## config.mk

```make
export PLATFORM = sky130hd
export DESIGN_NAME = fill_valve_arbiter_flat
export DESIGN_NICKNAME = d
export VERILOG_FILES = /design/src/rtl/fill_valve_arbiter_if.sv /design/src/rtl/fill_valve_arbiter.sv /design/src/flat_wrapper.sv
export SDC_FILE = /design/constraint.sdc
export NUM_CORES = 1
export LEC_CHECK = 0
export BUFFER_PORTS_ARGS = -buffer_cell sky130_fd_sc_hd__buf_2
export CORE_AREA = 2 2 49 61
export CTS_CLUSTER_SIZE = 10
export DETAILED_ROUTE_END_ITERATION = 10
export DIE_AREA = 0 0 51 63
export GPL_TIMING_DRIVEN = 0
export PLACE_DENSITY = 0.81
export SLEW_MARGIN = 20
export SYNTH_ARGS = -nofsm -noshare
export SYNTH_HDL_FRONTEND = slang
export SYNTH_SLANG_ARGS = --single-unit
```

## constraint.sdc

```tcl
create_clock -name clk -period 2.35 [get_ports clk]
set_input_delay 0.1175 -clock clk [delete_from_list [all_inputs] [get_ports clk]]
set_output_delay 0.1175 -clock clk [all_outputs]
set_load 0.05 [all_outputs]
```

## src/rtl/fill_valve_arbiter_if.sv

```systemverilog
// Signal bundle between the laundromat bank controllers and the shared fill-valve arbiter.
// The slave modport is the arbiter's view. The master modport is the bank side.
interface fill_valve_arbiter_if #(
    parameter int N_REQ = 4,
    parameter int IDW   = $clog2(N_REQ)
);
    logic             enable;
    logic [N_REQ-1:0] fill_req;
    logic [N_REQ-1:0] fill_gnt;
    logic             valve_on;
    logic [IDW-1:0]   active_id;
    logic             busy;
    logic             timeout_pulse;
    logic [IDW-1:0]   timeout_id;

    modport master (
        output enable, fill_req,
        input  fill_gnt, valve_on, active_id, busy, timeout_pulse, timeout_id
    );

    modport slave (
        input  enable, fill_req,
        output fill_gnt, valve_on, active_id, busy, timeout_pulse, timeout_id
    );
endinterface

```

## src/rtl/fill_valve_arbiter.sv

```systemverilog
// Round-robin owner of the mains inlet valve. It grants one machine at a time and bounds each
// grant with MAX_FILL cycles. A GAP_CYC settling gap with the valve closed follows every grant.
module fill_valve_arbiter #(
    parameter int N_REQ    = 4,
    parameter int MAX_FILL = 1024,
    parameter int GAP_CYC  = 2,
    parameter int IDW      = $clog2(N_REQ)
) (
    input  logic                clk,
    input  logic                rst,
    fill_valve_arbiter_if.slave bus
);
    localparam int HW = $clog2(MAX_FILL);
    localparam int GW = (GAP_CYC > 1) ? $clog2(GAP_CYC) : 1;

    localparam logic [HW-1:0]    HOLD_LAST = HW'(MAX_FILL - 1);
    localparam logic [GW-1:0]    GAP_LAST  = GW'(GAP_CYC - 1);
    localparam logic [IDW-1:0]   ID_LAST   = IDW'(N_REQ - 1);
    localparam logic [N_REQ-1:0] GNT_ONE   = N_REQ'(1);

    typedef enum logic [1:0] {
        ST_IDLE  = 2'd0,
        ST_GRANT = 2'd1,
        ST_GAP   = 2'd2
    } state_t;

    // First requester found when scanning upward from ptr, wrapping modulo N_REQ.
    function automatic logic [IDW-1:0] rr_pick(input logic [N_REQ-1:0] req,
                                               input logic [IDW-1:0]   ptr);
        logic           found;
        logic [IDW-1:0] win;
        int             idx;
        found = 1'b0;
        win   = ptr;
        for (int i = 0; i < N_REQ; i++) begin
            idx = (int'(ptr) + i) % N_REQ;
            if (!found && req[idx]) begin
                found = 1'b1;
                win   = IDW'(idx);
            end else begin
                found = found;
            end
        end
        return win;
    endfunction

    function automatic logic [IDW-1:0] next_id(input logic [IDW-1:0] id);
        return (id == ID_LAST) ? {IDW{1'b0}} : id + IDW'(1);
    endfunction

    state_t           state_q, state_d;
    logic [IDW-1:0]   ptr_q, ptr_d;
    logic [HW-1:0]    hold_q, hold_d;
    logic [GW-1:0]    gap_q, gap_d;
    logic [N_REQ-1:0] fill_gnt_q, fill_gnt_d;
    logic             valve_on_q, valve_on_d;
    logic [IDW-1:0]   active_id_q, active_id_d;
    logic             busy_q, busy_d;
    logic             timeout_pulse_q, timeout_pulse_d;
    logic [IDW-1:0]   timeout_id_q, timeout_id_d;
    logic             release_s;
    logic [IDW-1:0]   win_s;

    // Next state and next registered outputs.
    always_comb begin
        state_d         = state_q;
        ptr_d           = ptr_q;
        hold_d          = hold_q;
        gap_d           = gap_q;
        fill_gnt_d      = fill_gnt_q;
        valve_on_d      = valve_on_q;
        active_id_d     = active_id_q;
        busy_d          = busy_q;
        timeout_pulse_d = 1'b0;
        timeout_id_d    = timeout_id_q;
        release_s       = 1'b0;
        win_s           = rr_pick(bus.fill_req, ptr_q);

        case (state_q)
            ST_IDLE: begin
                if (bus.enable && (|bus.fill_req)) begin
                    state_d     = ST_GRANT;
                    fill_gnt_d  = GNT_ONE << win_s;
                    valve_on_d  = 1'b1;
                    active_id_d = win_s;
                    busy_d      = 1'b1;
                    hold_d      = {HW{1'b0}};
                end else begin
                    fill_gnt_d = {N_REQ{1'b0}};
                    valve_on_d = 1'b0;
                    busy_d     = 1'b0;
                end
            end
            ST_GRANT: begin
                // A request drop beats the MAX_FILL boundary, so no timeout in that case.
                if (!bus.enable) begin
                    release_s = 1'b1;
                end else if (!bus.fill_req[active_id_q]) begin
                    release_s = 1'b1;
                end else if (hold_q == HOLD_LAST) begin
                    release_s       = 1'b1;
                    timeout_pulse_d = 1'b1;
                    timeout_id_d    = active_id_q;
                end else begin
                    hold_d = hold_q + HW'(1);
                end
                if (release_s) begin
                    state_d    = ST_GAP;
                    fill_gnt_d = {N_REQ{1'b0}};
                    valve_on_d = 1'b0;
                    busy_d     = 1'b1;
                    hold_d     = {HW{1'b0}};
                    gap_d      = {GW{1'b0}};
                    ptr_d      = next_id(active_id_q);
                end else begin
                    state_d = ST_GRANT;
                end
            end
            ST_GAP: begin
                if (gap_q == GAP_LAST) begin
                    state_d = ST_IDLE;
                    busy_d  = 1'b0;
                    gap_d   = {GW{1'b0}};
                end else begin
                    gap_d = gap_q + GW'(1);
                end
            end
            default: begin
                state_d    = ST_IDLE;
                fill_gnt_d = {N_REQ{1'b0}};
                valve_on_d = 1'b0;
                busy_d     = 1'b0;
                hold_d     = {HW{1'b0}};
                gap_d      = {GW{1'b0}};
            end
        endcase
    end

    // State and output registers; reset closes the valve at once.
    always_ff @(posedge clk or negedge rst) begin
        if (!rst) begin
            state_q         <= ST_IDLE;
            ptr_q           <= {IDW{1'b0}};
            hold_q          <= {HW{1'b0}};
            gap_q           <= {GW{1'b0}};
            fill_gnt_q      <= {N_REQ{1'b0}};
            valve_on_q      <= 1'b0;
            active_id_q     <= {IDW{1'b0}};
            busy_q          <= 1'b0;
            timeout_pulse_q <= 1'b0;
            timeout_id_q    <= {IDW{1'b0}};
        end else begin
            state_q         <= state_d;
            ptr_q           <= ptr_d;
            hold_q          <= hold_d;
            gap_q           <= gap_d;
            fill_gnt_q      <= fill_gnt_d;
            valve_on_q      <= valve_on_d;
            active_id_q     <= active_id_d;
            busy_q          <= busy_d;
            timeout_pulse_q <= timeout_pulse_d;
            timeout_id_q    <= timeout_id_d;
        end
    end

    assign bus.fill_gnt      = fill_gnt_q;
    assign bus.valve_on      = valve_on_q;
    assign bus.active_id     = active_id_q;
    assign bus.busy          = busy_q;
    assign bus.timeout_pulse = timeout_pulse_q;
    assign bus.timeout_id    = timeout_id_q;
endmodule

```

## src/flat_wrapper.sv

```systemverilog
// flat-port wrapper written by rule: the top's interface ports become plain ports
module fill_valve_arbiter_flat 
#(
    parameter int N_REQ    = 4,
    parameter int MAX_FILL = 1024,
    parameter int GAP_CYC  = 2,
    parameter int IDW      = $clog2(N_REQ)
)
  (clk, rst, bus_enable, bus_fill_req, bus_fill_gnt, bus_valve_on, bus_active_id, bus_busy, bus_timeout_pulse, bus_timeout_id);
  fill_valve_arbiter_if #(.N_REQ(N_REQ), .IDW(IDW)) bus_i ();
  input  logic clk;
  input  logic rst;
  input wire logic [$bits(bus_i.enable)-1:0] bus_enable;
  input wire logic [$bits(bus_i.fill_req)-1:0] bus_fill_req;
  output wire logic [$bits(bus_i.fill_gnt)-1:0] bus_fill_gnt;
  output wire logic [$bits(bus_i.valve_on)-1:0] bus_valve_on;
  output wire logic [$bits(bus_i.active_id)-1:0] bus_active_id;
  output wire logic [$bits(bus_i.busy)-1:0] bus_busy;
  output wire logic [$bits(bus_i.timeout_pulse)-1:0] bus_timeout_pulse;
  output wire logic [$bits(bus_i.timeout_id)-1:0] bus_timeout_id;
  assign bus_i.enable = bus_enable;
  assign bus_i.fill_req = bus_fill_req;
  assign bus_fill_gnt = bus_i.fill_gnt;
  assign bus_valve_on = bus_i.valve_on;
  assign bus_active_id = bus_i.active_id;
  assign bus_busy = bus_i.busy;
  assign bus_timeout_pulse = bus_i.timeout_pulse;
  assign bus_timeout_id = bus_i.timeout_id;
  fill_valve_arbiter #(.N_REQ(N_REQ), .MAX_FILL(MAX_FILL), .GAP_CYC(GAP_CYC), .IDW(IDW)) u_core (.clk(clk), .rst(rst), .bus(bus_i));
endmodule
```

* After elaboration in Yosys (flattened, before gate mapping) *
Index checks and enable logic that the tools add are counted.

word-level totals
  output and inout bits = 11
  flip-flop bits (word level) = 26
  input port bits = 7
  word-level logic and storage cells = 105

operators by class
  add/subtract/negate cells = 6
  multiplexer cells = 48
  reductions and logical operators = 20
  order comparisons = 5
  equal/unequal tests = 10
  bitwise operators = 5
  shift operators = 1

operators by type and width
  cell                     number
  $mux W10                 5
  $pmux W10 S3             1
  $mux W1                  23
  $mux W2                  7
  $lt A3 B4 Y1 const B     3
  $pmux W4 S3              1
  $reduce_and A2 Y1        6
  $add A10 B1 Y10 const B  1
  $bmux W1 S2              5
  $eq A10 B10 Y1 const B   1
  $pmux W1 S3              3
  $mux W4                  2
  $lt A2 B3 Y1 const B     2
  $ne A2 B1 Y1 const B     3
  $pmux W2 S3              1
  $reduce_or A2 Y1         3
  $reduce_and A5 Y1        1
  $add A2 B1 Y2 const B    2
  $add A2 B2 Y2 const B    2
  $eq A2 B2 Y1 const B     2
  $logic_and A1 B1 Y1      4
  $reduce_and A4 Y1        1
  $reduce_or A4 Y1         1
  $shl A1 B2 Y4 const A    1
  other kinds (9)          14

* Longest topological paths before layout *
Gate-level depths: netlist of run 1.

  depth after elaboration = 17
  gate-level depth with buffers = 5
  gate-level depth less buffers = 5

* Worst setup path before layout of run 1 *
No wires, ideal clock.

  path type = register to register
  start point = reg u_core.active_id_q[1], in the netlist u_core.bus.active_id[1]
  end point = reg u_core.ptr_q[0]
  path slack = 380 ps
  setup time = 125 ps
  arrival time = 1845 ps
  data required time = 2225 ps
  stages on the path, launching flop included = 5
  path buffers = 0
  cells stage by stage = dfrtp_1 mux2_2 a22o_1 a21oi_2 mux2_2

on the way
  word-level cells in the longest chain between the ends = 6
  elaborated cells on any way between the ends = 8

RTL lines
  element                        RTL line                   text
  from (decl)                    fill_valve_arbiter.sv:57   logic [IDW-1:0] active_id_q, active_id_d;
  from (signal assigned)         fill_valve_arbiter.sv:148  active_id_q <= {IDW{1'b0}};
  from (signal assigned)         fill_valve_arbiter.sv:159  active_id_q <= active_id_d;
  $bmux W1 S2                    fill_valve_arbiter.sv:98   end else if (!bus.fill_req[active_id_q]) begin
  $mux W1 (implied by the code)  fill_valve_arbiter.sv:98
  $mux W1                        fill_valve_arbiter.sv:98
  $mux W1                        fill_valve_arbiter.sv:96   if (!bus.enable) begin
  $mux W1                        fill_valve_arbiter.sv:79   case (state_q)
  $reduce_and A2 Y1 (no line)    -
  to (signal assigned)           fill_valve_arbiter.sv:143  ptr_q <= {IDW{1'b0}};
  to (signal assigned)           fill_valve_arbiter.sv:154  ptr_q <= ptr_d;
  to (decl)                      fill_valve_arbiter.sv:52   logic [IDW-1:0] ptr_q, ptr_d;

Several ways; a longest one is shown, not always the timed one. The select of a mux whose other input is x is not followed.
A chain may end at the register's enable or synchronous reset.

* Worst setup path after layout of run 1 *
  start point = reg u_core.hold_q[0]
  end point = reg u_core.ptr_q[0]

on the way
  word-level cells in the longest chain between the ends = 6

RTL lines
  element                      RTL line                   text
  from (decl)                  fill_valve_arbiter.sv:53   logic [HW-1:0] hold_q, hold_d;
  from (signal assigned)       fill_valve_arbiter.sv:144  hold_q <= {HW{1'b0}};
  from (signal assigned)       fill_valve_arbiter.sv:155  hold_q <= hold_d;
  $eq A10 B10 Y1               fill_valve_arbiter.sv:100  end else if (hold_q == HOLD_LAST) begin
  $mux W1                      fill_valve_arbiter.sv:100
  $mux W1                      fill_valve_arbiter.sv:98
  $mux W1                      fill_valve_arbiter.sv:96
  $mux W1                      fill_valve_arbiter.sv:79
  $reduce_and A2 Y1 (no line)  -

Every way passes these cells. The select of a mux whose other input is x is not followed.

==> results.yml, run 1 <==
run_status:
  status: "completed"
worst_setup_path:
  cp-startpoint: "u_core.hold_q[0]"
  worst-setup-path-type: "flop to flop"
  worst_ep_required_time_ns: 2.60
  cp_cell_sequence: "ha_1 -> and3_1 -> nand4_1 -> a21oi_2 -> mux2_2"
  setup.worst_path.end_class: "flop"
  cp_data_arrival_time_ns: 2.27
  worstReg2RegEnd: "u_core.ptr_q[0]"
  cp_max_fo: 7
  cp-start-kind: "flop"
  slowest_delay_ns: 0.43
  reg2reg_setup_slack_ns: 0.33
  crit_path_top_delay_cell: "dfrtp_1"
  worst_r2r_path_depth: 5
  r2r_start: "u_core.hold_q[0]"
global_routing:
  grt_max_degree: 27
  grt_first_pass_wirelength_mm: 5.29
  grtUsageMet1: 0.264
  grt_usage: 0.214
  grt.busiest_layer: "met2"
  grt_pass1_vias: 1168
  grtUsageMet2: 0.377
  antenna_found_initial: 0
  gr-usage-met3: 0.0215
  grt_remaining_overflow: 0
placement:
  place_area_um2: 1540
  routabilityCongestion: 0.830
  numPortBuffers: 16
  hpwl_mm: 2.16
  dp_cells: 187
detailed_routing:
  first_pass_iters: 4
  drt-total-wl_mm: 2.97
  vias_per_cell: 6.04
  drcViolationCount: 0
  routedWlPerCell_um: 15.5
  ant_nets: 0
  drt_first_iter_violations: 41
  num_vias: 1160
clocking:
  cts_setup_buffers: 0
  cts_buffer_depth: 2
  cts_sinks: 26
  cts_resized: 0
  clkTransAtPathRegs_ns: 0.16
  cts_tree: "yes"
  clkLatencyLatePin_ns: 0.34
  hold_buffers: 1
  htree_levels: 1
  cts_buffers: 3
  root_buffer: "clkbuf_4"
synth:
  ys_ff_latch: 26
  seq_area_frac_synth: 0.459
  synth-edff-count: 0
  yosysUniqueCellTypes: 43
  synthFlopType: "dfrtp_1"
  yosys_warnings: 0
  syn_nets: 146
  async_reset_ff_frac: 1.00
  syn-cell-area_um2: 1420
  synth_area_per_cell_um2: 10.4
  synthCells: 137
sta:
  max_slew_margin: 0.619
  tightest_slew_ns: 0.571
  drv_slew: 0
  clock-skew-final_ns: 0.00700
  max_clock_freq_mhz: 495
  fin_crit_sh: 0.860
  setup_tns_ns: 0
  rsz0062_at_grt: "false"
  min_period_ns: 2.02
  hold_viol: 0
  finalSetupViolations: 0
power:
  p_per_area_nw_per_um2: 1080
  leakagePower_uw: 0.000759
  vdd_ir_drop_max_uv: 1010
hold_path:
  hold_path_end: "u_core.state_q[0]"
  holdPathStages: 4
  worstHoldStart: "bus_enable"
  hold_class: "input port to flop"
die:
  rows: 21
  die_area_um2: 3210
  initial_core_util: 0.535
  boundaryPins: 18
  die_y_um: 63
  chipWidth_um: 51
  core_region_area_um2: 2650
layout:
  nNetsFinal: 168
  fin_cells: 192
  antenna_cells: 0
  final_area_um2: 1600
  syn_to_final_growth_pct: 13.1
  layout-drive-gt1-share: 0.215
run:
  cap_violations: 0
worst max-delay path by stage:
stage,end,cells after the start
3_5_place_dp,u_core.ptr_q[0],5
3_3_place_gp,u_core.ptr_q[0],5
2_1_floorplan,u_core.ptr_q[0],4
4_1_cts,u_core.ptr_q[0],5
6_report,u_core.ptr_q[0],5
5_1_grt,u_core.ptr_q[0],5
stage by stage:
step	hold slack (ns)	setup WS, ns	utilization	total power, µW
6_report	0.201	0.330	0.604	1730
4_1_cts	0.191	0.332	0.604	1740
5_1_grt	0.208	0.148	0.604	1840
2_1_floorplan	-0.178	0.380	-	1230
3_3_place_gp	0.140	0.371	0.581	1390
3_5_place_dp	0.153	0.348	0.581	1420
cell usage in the layout (no fill, tap or decap), types with 2 or more instances in the layout:
| master | n |
|---|---|
| ha_1 | 2 |
| a22o_1 | 6 |
| nand2_1 | 10 |
| and3_1 | 3 |
| inv_1 | 6 |
| o2bb2ai_1 | 4 |
| buf_2 | 18 |
| and4_1 | 4 |
| a31oi_1 | 5 |
| a21oi_1 | 3 |
| mux2_2 | 6 |
| clkbuf_4 | 3 |
| nor2b_1 | 9 |
| o311ai_1 | 3 |
| nor3_1 | 2 |
| nand2b_1 | 2 |
| or3_1 | 2 |
| dfrtp_1 | 26 |
| o21ai_0 | 8 |
| nand4_1 | 2 |
| nor2_1 | 4 |
| o22ai_1 | 3 |
| o21bai_1 | 3 |
| a21oi_2 | 2 |
registers in the layout, indices dropped and copies added, names as in the netlist:
register                  flops
u_core.bus.active_id          2
u_core.bus.busy               1
u_core.bus.fill_gnt           4
u_core.bus.timeout_id         2
u_core.bus.timeout_pulse      1
u_core.bus.valve_on           1
u_core.gap_q                  1
u_core.hold_q                10
u_core.ptr_q                  2
u_core.state_q                2
layout make-up:
class | count | area, µm²
Clock inverter | 1 | 30.0
Tap cell | 34 | 42.5
Inverter | 6 | 22.5
Multi-Input combinational cell | 102 | 732
Buffer | 3 | 13.8
Fill cell | 219 | 1050
Sequential cell | 26 | 651
Timing Repair Buffer | 17 | 90.1
Clock buffer | 3 | 22.5
synthesized netlist by cell type (all sizes together) (2+ instances only):
| cell | number | area (µm²) |
|---|---|---|
| a21oi | 5 | 32.5 |
| a22o | 7 | 62.6 |
| a22oi | 2 | 28.8 |
| a31oi | 5 | 31.3 |
| and3 | 3 | 18.8 |
| and4 | 4 | 35.0 |
| buf | 2 | 10.0 |
| dfrtp | 26 | 651 |
| ha | 2 | 25.0 |
| inv | 6 | 22.5 |
| mux2 | 6 | 67.6 |
| nand2 | 10 | 37.5 |
| nand2b | 2 | 12.5 |
| nand4 | 2 | 12.5 |
| nor2 | 4 | 15.0 |
| nor2b | 9 | 56.3 |
| nor3 | 2 | 10.0 |
| o21ai | 9 | 45.0 |
| o21bai | 3 | 22.5 |
| o22ai | 3 | 18.8 |
| o2bb2ai | 4 | 35.0 |
| o311ai | 3 | 26.3 |
| or3 | 2 | 12.5 |
where the power goes:
group,internal [µW],leakage [µW],switching (µW)
registers,549,0.000347,115
clock network,173,0.0000279,149
logic,263,0.000384,486
routing by layer:
layer | routed length [µm] | share of wire
met5 | 0 | 0
met4 | 48 | 0.016
met3 | 72 | 0.024
met2 | 1560 | 0.53
met1 | 1290 | 0.43
logic make-up (layout without fill, tap and decap cells):
family | after synthesis | count (layout) | synth area share
flip-flops | 26 | 26 | 0.459
AND/OR/NAND/NOR | 46 | 46 | 0.195
AO/OA/AOI/OAI | 46 | 46 | 0.243
buffers and inverters | 9 | 30 | 0.0256
multiplexers | 6 | 6 | 0.0476
adder cells (fa/ha/maj) | 2 | 2 | 0.0176
XOR/XNOR | 2 | 2 | 0.0123
critical path, delay by kind of cell, from the launching register on:
family	cells	cell delay, ns
and+or+nand+nor	2	0.61
adders and majority gates	1	0.20
AOI/OAI and AO/OA	1	0.33
DFF	1	0.43
muxes	1	0.36
(Power assumes the default switching activity.)
==> run 2: changes to the inputs <==
--- a/config.mk
+++ b/config.mk
@@ -5,11 +5,12 @@
 export SDC_FILE = /design/constraint.sdc
 export NUM_CORES = 1
 export LEC_CHECK = 0
+export ABC_AREA = 1
 export BUFFER_PORTS_ARGS = -buffer_cell sky130_fd_sc_hd__buf_2
-export CORE_AREA = 2 2 49 61
+export CORE_AREA = 2 2 52 63
 export CTS_CLUSTER_SIZE = 10
 export DETAILED_ROUTE_END_ITERATION = 10
-export DIE_AREA = 0 0 51 63
+export DIE_AREA = 0 0 54 65
 export GPL_TIMING_DRIVEN = 0
 export PLACE_DENSITY = 0.81
 export SLEW_MARGIN = 20
==> results.yml, run 2 <==
power:
  p_per_area_nw_per_um2: 1200
  seqPwrFrac: 0.300
  internal_power_uw: 1070
  vdd_ir_drop_max_uv: 679
  power.switching_uw: 1060
  p_sw_frac: 0.497
  leakagePower_uw: 0.000978
  combPwrFrac: 0.555
  clock_power_share: 0.144
synth:
  post-synth-top-count-cell: "nand2_1"
  ys_ff_latch: 26
  synth.area.top_cells: "dfrtp_1 (41%), nand2_1 (17%), inv_1 (6.9%)"
  yosysTopAreaCell: "dfrtp_1"
  yosys_warnings: 0
  syn-cell-area_um2: 1580
  synth-edff-count: 0
  synthFlopType: "dfrtp_1"
  async_reset_ff_frac: 1.00
  synthAdderAreaFrac: 0.0158
  synth.area.mux_share: 0
  synthSimpleGateAreaFrac: 0.388
  synth_area_per_cell_um2: 7.23
  synthCells: 219
  seq_area_frac_synth: 0.411
  syn_nets: 228
  yosys.area.top_type_share: 0.411
  synth_common_cells: "nand2_1 (72), inv_1 (29), dfrtp_1 (26)"
  synth_top_family_by_area: "simple AND/OR/NAND/NOR gates"
  yosysUniqueCellTypes: 27
  synth-xor-area-share: 0.00553
  synth_compound_gate_area_share: 0.0972
worst_setup_path:
  worstReg2RegEnd: "u_core.hold_q[8]"
  setup.worst_path.end_class: "flop"
  r2r_start: "u_core.hold_q[1]"
  worst-setup-path-type: "flop to flop"
  cp_data_arrival_time_ns: 1.94
  reg2reg_setup_slack_ns: 0.63
  cp-startpoint: "u_core.hold_q[1]"
  cp-start-kind: "flop"
  cp_max_fo: 7
  worst_ep_required_time_ns: 2.57
  worst_r2r_path_depth: 8
layout:
  layout_commonest_cell: "nand2_1"
  largest_register_ffs: 10
  syn_to_final_growth_pct: 12.2
  layout-drive-gt1-share: 0.170
  antenna_cells: 0
  top_register: "u_core.hold_q"
  nNetsFinal: 251
  final_cell_mix: "nand2_1 (72), inv_1 (29), dfrtp_1 (26)"
clocking:
  cts_setup_buffers: 0
  cts_sinks: 26
  cts_buffer_depth: 2
  hold_buffers: 1
  htree_levels: 1
  clkLatencyLatePin_ns: 0.32
  cts_resized: 0
  root_buffer: "clkbuf_4"
  clkTransAtPathRegs_ns: 0.14
  cts_buffers: 3
  cts_tree: "yes"
die:
  die_area_um2: 3510
  initial_core_util: 0.532
  rows: 22
  boundaryPins: 18
  die_y_um: 65
  chipWidth_um: 54
  core_region_area_um2: 2970
placement:
  routabilityCongestion: 0.789
  numPortBuffers: 17
  hpwl_mm: 2.44
sta:
  finalSetupViolations: 0
  drv_slew: 0
  setup_tns_ns: 0
  rsz0062_at_grt: "false"
  holdWs_ns: 0.165
  hold_viol: 0
  min_period_ns: 1.72
  max_clock_freq_mhz: 582
  max_slew_margin: 0.610
  fin_crit_sh: 0.732
  clock-skew-final_ns: 0.00374
  tightest_slew_ns: 0.584
detailed_routing:
  first_pass_iters: 4
  vias_per_cell: 5.25
  ant_nets: 0
  routedWlPerCell_um: 11.6
  drt_first_iter_violations: 28
  drcViolationCount: 0
  num_vias: 1454
  drt-total-wl_mm: 3.22
global_routing:
  grt_pass1_vias: 1359
  grt_max_degree: 27
  antenna_found_initial: 0
  grt_remaining_overflow: 0
  grt_first_pass_wirelength_mm: 5.51
  grt_usage: 0.211
hold_path:
  hold_class: "input port to flop"
  worstHoldStart: "bus_enable"
  holdPathStages: 3
  hold_path_end: "u_core.state_q[0]"
run_status:
  status: "completed"
run:
  cap_violations: 0
-- run 2: changes by cell type after synthesis, moves of 5 or more --
cell / change
nand2_1: +62
inv_1: +23
nor2b_1: -9
a31oi_1: -5
nand2_2: +7
nand3_1: +18
nor2_1: +13
mux2_2: -6
a22o_1: -6
-- run 2: area by class of cell --
class	count	area, µm²
plain buffers	1	13.8
clock buffers	3	22.5
clock inverters	1	30.0
fillers	288	1200
inverters	31	116
multi-input cells	161	802
flip-flops and latches	26	651
well taps	36	45.0
repair buffers	18	95.1
-- run 2: worst max-delay path, stage by stage (launching register included) --
cell and delay (ns):
dfrtp_1 0.41, ha_1 0.16, inv_1 0.06, nor2_1 0.23, nand3_1 0.15, nand4_2 0.17, nand2_1 0.19, o22ai_1 0.17
nor2_1 0.08
-- run 2: worst max-delay path by stage --
stage / slack [ns] / depth (start not counted) / endpoint
2_1_floorplan: 0.73 / 9 / u_core.hold_q[3]
3_3_place_gp: 0.67 / 8 / u_core.hold_q[4]
3_5_place_dp: 0.66 / 8 / u_core.hold_q[4]
4_1_cts: 0.63 / 8 / u_core.hold_q[4]
5_1_grt: 0.46 / 7 / u_core.ptr_q[0]
6_report: 0.63 / 8 / u_core.hold_q[8]
-- run 2: per-stage QoR --
| stage | worst slack (ns) | instance area [µm²] | std cells | util | total power (µW) |
|---|---|---|---|---|---|
| after floorplan | 0.727 | 1580 | 219 | - | 1600 |
| after global placement | 0.668 | 1710 | 272 | 0.576 | 1810 |
| after detailed placement | 0.656 | 1710 | 272 | 0.576 | 1830 |
| after CTS | 0.626 | 1780 | 277 | 0.597 | 2140 |
| after global routing | 0.457 | 1780 | 277 | 0.597 | 2310 |
| final | 0.630 | 1780 | 277 | 0.597 | 2120 |
-- run 2: routing by layer --
metal	wire [µm]	global-route usage
met1	1360	0.231
met2	1680	0.380
met3	83	0.0300
met4	92	0.103
met5	0	0
-- run 2: power groups by stage --
stage               clock network [µW]  registers, µW  logic (µW)
finish                             307            638        1180
global route                       333            651        1320
CTS                                315            638        1190
detailed placement                   0            647        1180
global placement                     0            646        1160
floorplan                            0            828         768
-- run 2: kinds of logic after synthesis --
family	count (synthesis)
compound gates	26
buf+inv	32
simple gates	132
xor+xnor	1
fa+ha+maj	2
flops	26
==> run 3: changes to the inputs <==
==> constraint.sdc (replaced) <==
create_clock -name clk -period 1.6 [get_ports clk]
set_input_delay 0.08 -clock clk [delete_from_list [all_inputs] [get_ports clk]]
set_output_delay 0.08 -clock clk [all_outputs]
set_load 0.05 [all_outputs]
==> results.yml, run 3 (synthesized netlist as in run 2, its figures left out) <==
worst_setup_path:
  cp_data_arrival_time_ns: 1.82
  r2r_start: "u_core.ptr_q[0]"
  worst-setup-path-type: "flop to flop"
  worst_ep_required_time_ns: 1.85
  crit_path_top_delay_cell: "dfrtp_1"
  cp-start-kind: "flop"
  crit_top_cell: "nand2_1"
  cp-startpoint: "u_core.ptr_q[0]"
  setup.worst_path.end_class: "flop"
  worst_r2r_path_depth: 11
  worstReg2RegEnd: "u_core.bus.fill_gnt[1]"
  reg2reg_setup_slack_ns: 0.04
  cp_cell_sequence: "clkbuf_8 -> nand2_2 -> nand2_1 -> nand2_1 -> nand2_4 -> nor2_8 -> nand3_2 -> nand3_1 -> nand2_2 -> nand2_1 -> nand2_1"
  slowest_delay_ns: 0.43
  cp-endpoint: "u_core.bus.fill_gnt[1]"
  cp_max_fo: 10
detailed_routing:
  drcViolationCount: 0
  ant_nets: 0
  drt_first_iter_violations: 35
  routedWlPerCell_um: 11.9
  vias_per_cell: 5.24
  drt-total-wl_mm: 3.32
  first_pass_iters: 4
  num_vias: 1467
die:
  core_region_area_um2: 2970
  initial_core_util: 0.532
  rows: 22
  boundaryPins: 18
  die_area_um2: 3510
  die_y_um: 65
  chipWidth_um: 54
clocking:
  cts_buffers: 3
  clkTransAtPathRegs_ns: 0.15
  cts_buffer_depth: 2
  root_buffer: "clkbuf_4"
  htree_levels: 1
  cts_sinks: 26
  clkLatencyLatePin_ns: 0.33
  cts_tree: "yes"
global_routing:
  antenna_found_initial: 0
  grt_remaining_overflow: 0
  grt_first_pass_wirelength_mm: 5.15
  grt_pass1_vias: 1231
  grt_max_degree: 27
  grt_usage: 0.200
hold_path:
  hold_class: "input port to flop"
sta:
  drv_slew: 0
  tightest_slew_ns: 0.568
  finalSetupViolations: 0
  max_clock_freq_mhz: 639
  max_slew_margin: 0.621
  fin_crit_sh: 0.978
  clock-skew-final_ns: 0.00112
  min_period_ns: 1.56
  hold_viol: 0
  holdWs_ns: 0.0963
  rsz0062_at_grt: "true"
layout:
  fin_util: 0.628
  multi_input_area_um2: 867
  syn_to_final_growth_pct: 17.9
  top_register: "u_core.hold_q"
  final_area_um2: 1870
  final_cell_mix: "nand2_1 (69), inv_1 (26), dfrtp_1 (24)"
  antenna_cells: 0
  fillCellCount: 278
  regArea_um2: 653
  layout_commonest_cell: "nand2_1"
  nNetsFinal: 254
  largest_register_ffs: 10
  layout-drive-gt1-share: 0.242
power:
  p_per_area_nw_per_um2: 1760
  leakagePower_uw: 0.00100
  vdd_ir_drop_max_uv: 1050
  finalPower_uw: 3290
placement:
  routabilityCongestion: 0.776
  place_area_um2: 1710
  hpwl_mm: 2.44
  numPortBuffers: 17
run_status:
  status: "completed"
run:
  cap_violations: 0
run 3: changes by cell type in the layout (fill, tap and decap cells not counted), moves of 2 or more:
cell and change:
buf_4 +3, dfrtp_1 -2, dfrtp_2 +2, inv_1 -3
inv_2 +3, nand2_1 -3, nand2_2 +3, nor2_1 -3
nor2_4 +2, o21ai_0 -2
run 3: worst min-delay path by stage:
stage                     depth (start not counted)       start                        to  slack [ns]
after CTS                                         3  bus_enable         u_core.state_q[0]        0.13
final                                             3  bus_enable         u_core.state_q[0]         0.1
after global placement                            1         rst  u_core.bus.timeout_id[1]        0.11
after floorplan                                   0         rst   u_core.bus.active_id[0]       -0.22
after global routing                              3  bus_enable         u_core.state_q[0]        0.11
after detailed placement                          1         rst          u_core.hold_q[7]        0.12
run 3: cell type report:
| class | instances | area share |
|---|---|---|
| clock inverter | 1 | 0.0161 |
| inverter | 31 | 0.0624 |
| buffer | 1 | 0.00738 |
| clock buffer | 3 | 0.0121 |
| timing repair buffer | 21 | 0.0630 |
| tap | 36 | 0.0241 |
| sequential | 26 | 0.350 |
| multi-input combinational | 161 | 0.465 |
run 3: report_power, final:
group          leakage [µW]  switching, µW  total [µW]  internal, µW
registers          0.000344            119         936           817
clock network     0.0000279            215         469           254
logic              0.000629           1330        1890           560
total               0.00100           1660        3290          1630
run 3: worst max-delay path: cells and delay by family, from the launching register on:
family / cells / cell delay, ns
buf+inv: 1 / 0.17
flops: 1 / 0.43
simple gates: 10 / 0.86
run 3: what timing repair did:
action	CTS	global route
endpoints found under the setup margin	10	21
endpoints found under the hold margin	26	0
pin swaps	0	1
hold buffers	1	0
resized for setup	7	14
buffers inserted	0	3
run 3: stage by stage:
stage,setup TNS [ns],std cells,setup slack [ns]
final,0,280,0.0355
after CTS,-0.0104,277,-0.00971
after floorplan,0,219,0.0426
after global placement,-0.338,272,-0.0988
after detailed placement,-0.549,272,-0.136
after global routing,-0.416,280,-0.0755
run 3: metal layers:
layer  global-route usage  routed length (µm)  vias up
met5                    0                   0        -
met2                0.363                1730       28
met3               0.0276                  80        8
met1                0.229                1440      673
met4               0.0750                  69        0
li1                     -                   -      758
